<file path="config.mk">
export PLATFORM = sky130hd
export DESIGN_NAME = bus_arbiter_mux
export DESIGN_NICKNAME = d
export VERILOG_FILES = /design/src/rtl/bus_arbiter_mux.sv
export SDC_FILE = /design/constraint.sdc
export NUM_CORES = 1
export LEC_CHECK = 0
export BUFFER_PORTS_ARGS = -buffer_cell sky130_fd_sc_hd__buf_2
export CAP_MARGIN = 40
export CELL_PAD_IN_SITES_DETAIL_PLACEMENT = 0
export CELL_PAD_IN_SITES_GLOBAL_PLACEMENT = 1
export CORE_AREA = 5 5 335 337
export DETAILED_ROUTE_END_ITERATION = 8
export DIE_AREA = 0 0 340 342
export PLACE_DENSITY = 0.42
export REMOVE_ABC_BUFFERS = 1
export SYNTH_ARGS = -nofsm -noshare
export SYNTH_HDL_FRONTEND = slang
export SYNTH_SLANG_ARGS = --single-unit
</file>
<file path="constraint.sdc">
create_clock -name clock -period 2 [get_ports clock]
set_clock_uncertainty 0.15 [all_clocks]
set_input_delay 0.3 -clock clock [delete_from_list [all_inputs] [get_ports clock]]
set_output_delay 0.3 -clock clock [all_outputs]
set_load 0.01 [all_outputs]
</file>
<file path="src/rtl/bus_arbiter_mux.sv">
// Registered, fixed-priority CPU bus multiplexer with IDLE/DRIVE/HOLD tracking,
// sticky conflict detection and transfer counting. Optional macro: BUS_CONFLICT_CNT_EN.
`timescale 1ns/1ps
module bus_arbiter_mux #(
  parameter int WIDTH = 32,
  parameter int NSRC  = 24,
  localparam int SELW = $clog2(NSRC)
) (
  input  logic                  clock,
  input  logic                  clear,
  input  logic [NSRC*WIDTH-1:0] src_data,
  input  logic [NSRC-1:0]       src_out,
  input  logic                  hold_en,
  input  logic                  conflict_clr,
  output logic [WIDTH-1:0]      bus_out,
  output logic [SELW-1:0]       bus_sel,
  output logic                  bus_valid,
  output logic [1:0]            bus_state,
  output logic                  conflict,
  output logic [7:0]            conflict_cnt,
  output logic [15:0]           xfer_cnt
);

  typedef enum logic [1:0] {
    IDLE  = 2'b00,
    DRIVE = 2'b01,
    HOLD  = 2'b10
  } busState_t;

  busState_t        stateReg, stateNext;
  logic [WIDTH-1:0] busOutReg, busOutNext;
  logic [SELW-1:0]  busSelReg, busSelNext;
  logic             validReg, validNext;
  logic             conflictReg, conflictNext;
  logic [15:0]      xferReg, xferNext;

  logic [WIDTH-1:0] srcArr [NSRC];
  logic [SELW-1:0]  winIdx;
  logic             anyEn;
  logic             multiHot;
  logic [WIDTH-1:0] winData;

  genvar gi;
  generate
    for (gi = 0; gi < NSRC; gi++) begin : gUnpack
      assign srcArr[gi] = src_data[gi*WIDTH +: WIDTH];
    end
  endgenerate

  // Scan from the top so the lowest asserted index is the last one written.
  always_comb begin
    winIdx = '0;
    anyEn  = 1'b0;
    for (int i = NSRC - 1; i >= 0; i--) begin
      if (src_out[i]) begin
        winIdx = SELW'(i);
        anyEn  = 1'b1;
      end
    end
  end

  // Clearing the lowest set bit leaves something only if two or more were set.
  assign multiHot = |(src_out & (src_out - NSRC'(1)));
  assign winData  = srcArr[winIdx];

  always_comb begin
    stateNext  = stateReg;
    busOutNext = busOutReg;
    busSelNext = busSelReg;
    validNext  = 1'b0;
    xferNext   = xferReg;
    if (anyEn) begin
      stateNext  = DRIVE;
      busOutNext = winData;
      busSelNext = winIdx;
      validNext  = 1'b1;
      xferNext   = xferReg + 16'd1;
    end else if (hold_en) begin
      stateNext = (stateReg == IDLE) ? IDLE : HOLD;
    end else begin
      stateNext  = IDLE;
      busOutNext = '0;
      busSelNext = '0;
    end
  end

  always_comb begin
    conflictNext = conflictReg;
    if (multiHot)
      conflictNext = 1'b1;
    else if (conflict_clr)
      conflictNext = 1'b0;
  end

  always_ff @(posedge clock or negedge clear) begin
    if (!clear) begin
      stateReg    <= IDLE;
      busOutReg   <= '0;
      busSelReg   <= '0;
      validReg    <= 1'b0;
      conflictReg <= 1'b0;
      xferReg     <= '0;
    end else begin
      stateReg    <= stateNext;
      busOutReg   <= busOutNext;
      busSelReg   <= busSelNext;
      validReg    <= validNext;
      conflictReg <= conflictNext;
      xferReg     <= xferNext;
    end
  end

`ifdef BUS_CONFLICT_CNT_EN
  logic [7:0] confCntReg, confCntNext;

  // A conflict in the same cycle as a clear restarts the count at one.
  always_comb begin
    confCntNext = confCntReg;
    if (multiHot) begin
      if (conflict_clr)
        confCntNext = 8'd1;
      else if (confCntReg != 8'hFF)
        confCntNext = confCntReg + 8'd1;
    end else if (conflict_clr) begin
      confCntNext = 8'd0;
    end
  end

  always_ff @(posedge clock or negedge clear) begin
    if (!clear)
      confCntReg <= 8'd0;
    else
      confCntReg <= confCntNext;
  end

  assign conflict_cnt = confCntReg;
`else
  assign conflict_cnt = 8'd0;
`endif

  assign bus_out   = busOutReg;
  assign bus_sel   = busSelReg;
  assign bus_valid = validReg;
  assign bus_state = stateReg;
  assign conflict  = conflictReg;
  assign xfer_cnt  = xferReg;

endmodule

</file>
==> impl_metrics.yaml <==
outcome:
  outcome: "complete, but fails checks"
  violations: "setup timing"
critical_path:
  critical_path.max_fanout: 6
  endpoint_kind: "register"
  cpLargestDelayFamily: "simple AND/OR/NAND/NOR gates"
  cp.arrival_ns: 2.70
  worstRegToRegCells: 6
  worst_path_largest_cell_delay_ns: 0.55
  crit_path_start_kind: "primary input"
  r2r_end: "xfer_cnt[14]"
  reg2reg_slack_ns: 0.29
  critPathBufInv: 5
  path_cells: "buf_6 > or4_4 > o2111ai_2 > o211ai_1 > buf_4 > nand3b_4 > or2_4 > buf_16 > buf_16 > buf_6 > a21oi_4 > nor4_2 > a211oi_2"
  r2r_start: "xfer_cnt[5]"
  slowest_stage: "or4_4"
  cp.required_ns: 2.15
  worstSetupPathType: "primary input to register"
route:
  drt_iter0_drc: 726
  vias: 16100
  routed-wl-met3_mm: 6.80
  drc: 0
  wl_per_cell_um: 29.1
  viasPerCell: 4.08
  met1_length_mm: 46.9
  met2_wirelength_mm: 59.2
  drtPass1Iterations: 5
  routed_wl_mm: 115
  postRouteAntennaNets: 0
  highest_layer: "met5"
synthesis:
  async_reset_ff_frac: 1.00
  synthFlopType: "dfrtp_1"
  ys_warn_count: 0
  synth_area_per_cell_um2: 6.66
  synth_seq_cells: 56
  synthDistinctLibCells: 65
  synth_edf_count: 0
  postSynthCellCount: 1426
  ys_seq_area_frac: 0.147
  synth_area_mm2: 0.00950
placed_design:
  post_dp_cell_area_mm2: 0.0176
  io_buffers: 852
  place.gp.congestion: 0.906
  place_hpwl_mm: 88.6
sta:
  fmax_mhz: 391
  finalHoldViolations: 0
  fin_crit_sh: 1.28
  fin_ws_ns: -0.554
  grt_setup_unrepaired: "yes"
  max_slew.worst_pin.slew_ns: 0.533
  fin_crit_ns: 2.55
  maxSlewHeadroom: 0.645
  setup_viol: 35
  maxSlewViolCount: 0
min_path:
  worstHoldStart: "src_out[14]"
  hold_path.class: "primary input to register"
  hold_path_depth: 3
  hold_end: "conflict"
global_routing:
  grt_max_degree: 53
  grt_pass1_wl_mm: 150
  grt_pass1_vias: 17200
  antenna_found_initial: 45
  grt_overflow: 0
  grtUsageTotal: 0.187
power:
  peakVddDrop_mv: 0.388
  p_per_area_mw_per_mm2: 343
  p_leak_uw: 0.00925
cells_and_area:
  area_growth_pct: 120
  final_cell_mix: "buf_2, nand2_1, buf_4"
  final_common_cell: "buf_2"
  fin_nets: 3317
  drive_gt1_frac: 0.614
  fin_util: 0.192
  design_area_mm2: 0.0209
floorplan:
  chipWidth_um: 340
  initial_utilization: 0.0875
  die_area_mm2: 0.116
  rows: 121
  ios: 861
  core_area_mm2: 0.109
  die_h_um: 342
clock_network:
  clkLatencyLatePin_ns: 0.36
  cts_tree: "built"
  cts_buffer_depth: 2
  cts_made_buffers: 5
  path_clk_slew_ns: 0.13
  cts-htree-levels: 2
  cts_root_buffer: "clkbuf_16"
  cts.sinks: 56
job:
  maxCapViolations: 0
registers in the layout, summed over array words and instances, names as in the netlist:
register / cells
conflict: 1
bus_sel: 5
bus_state: 2
xfer_cnt: 16
bus_out: 32
kinds of logic (layout without fill, tap and decap cells):
group                    count (synthesis)  after routing  share of synthesized area
AO/OA/AOI/OAI                          456            456                      0.353
buffers and inverters                  156           1244                     0.0755
AND/OR/NAND/NOR                        642            642                      0.299
other                                    1             20                   0.000395
flip-flops                              56             56                      0.147
adder cells (fa/ha/maj)                  3              3                    0.00342
XOR/XNOR                                15             15                     0.0138
multiplexers                            97             97                      0.108
layer usage:
metal	track usage	vias to the layer above
met5	0	-
met4	0.0278	24
met1	0.224	7869
met3	0.0393	102
li1	-	7479
met2	0.349	645
cell usage after synthesis, types with 3 or more instances:
cell	n	area [um^2]
clkbuf_1	77	289
o221a_1	29	327
nor4_1	33	206
mux2i_1	64	641
buf_6	4	45.0
nor4_2	3	37.5
nor2_1	48	180
nor3_1	70	350
a21o_1	3	22.5
o21ai_0	7	35.0
nand3_1	46	230
a211oi_1	34	255
o221ai_1	31	272
a211oi_2	30	375
o21a_1	4	30.0
a21oi_2	30	263
nor2b_1	4	25.0
buf_4	12	90.1
buf_1	9	33.8
o21ai_1	31	155
a31oi_1	33	206
o211ai_1	32	240
a21oi_1	135	676
xor2_1	6	52.6
dfrtp_1	56	1400
nand4_1	5	31.3
nand2b_1	3	18.8
inv_1	8	30.0
or2_1	3	18.8
a31o_2	3	26.3
mux2_2	32	360
a22oi_1	3	22.5
or3_1	31	194
nand2_1	383	1440
xnor2_1	9	78.8
buf_2	45	225
o22a_1	31	272
worst max path at each step:
stage                start          end  slack, ns  cells past startpoint
2_1_floorplan   src_out[3]   bus_out[9]      -6.88                      8
3_3_place_gp   src_out[18]  bus_out[12]      -2.16                     11
3_5_place_dp   src_out[18]  bus_out[12]      -1.86                     12
4_1_cts        src_out[17]  bus_out[21]      -0.57                     13
5_1_grt        src_out[17]  bus_out[21]      -0.61                     13
6_report       src_out[17]  bus_out[21]      -0.55                     13
worst min-delay path, delay by kind of cell:
kind,cells,cell delay [ns]
AOI/OAI and AO/OA,1,0.10
and+or+nand+nor,1,0.08
buffers and inverters,1,0.13
power breakdown:
group / internal (uW) / switching, uW / total [uW]
clock network: 487 / 778 / 1260
registers: 1230 / 155 / 1390
logic: 2140 / 2360 / 4500
total: 3860 / 3290 / 7150
cell type report:
class	count	area [um^2]
multi-input combinational	1221	9020
timing repair buffer	1227	8450
clock inverter	3	25.0
tap	1414	1770
sequential	56	1400
clock buffer	5	125
inverter	9	33.8
fill	12600	87700
antenna	12	30.0
metrics by stage:
stage	setup TNS [ns]	hold slack [ns]	instances	setup WS [ns]	power (uW)
after detailed placement	-49.29	-0.0257	3841	-1.86	5130
final	-15.84	0.129	3947	-0.554	7150
after global routing	-17.84	0.130	3940	-0.606	7570
after floorplan	-225.49	-0.146	1286	-6.88	2740
after CTS	-15.86	0.0972	3916	-0.574	7270
after global placement	-50.55	-0.0276	3839	-2.16	5150
what timing repair did:
action,CTS,global route
hold endpoints to repair,56,0
gates resized for setup,289,101
buffers inserted,69,24
setup endpoints to repair,51,51
gates cloned,15,1
hold buffers,1,0
pin swaps,106,42
Power figures use the tool's default switching activity.
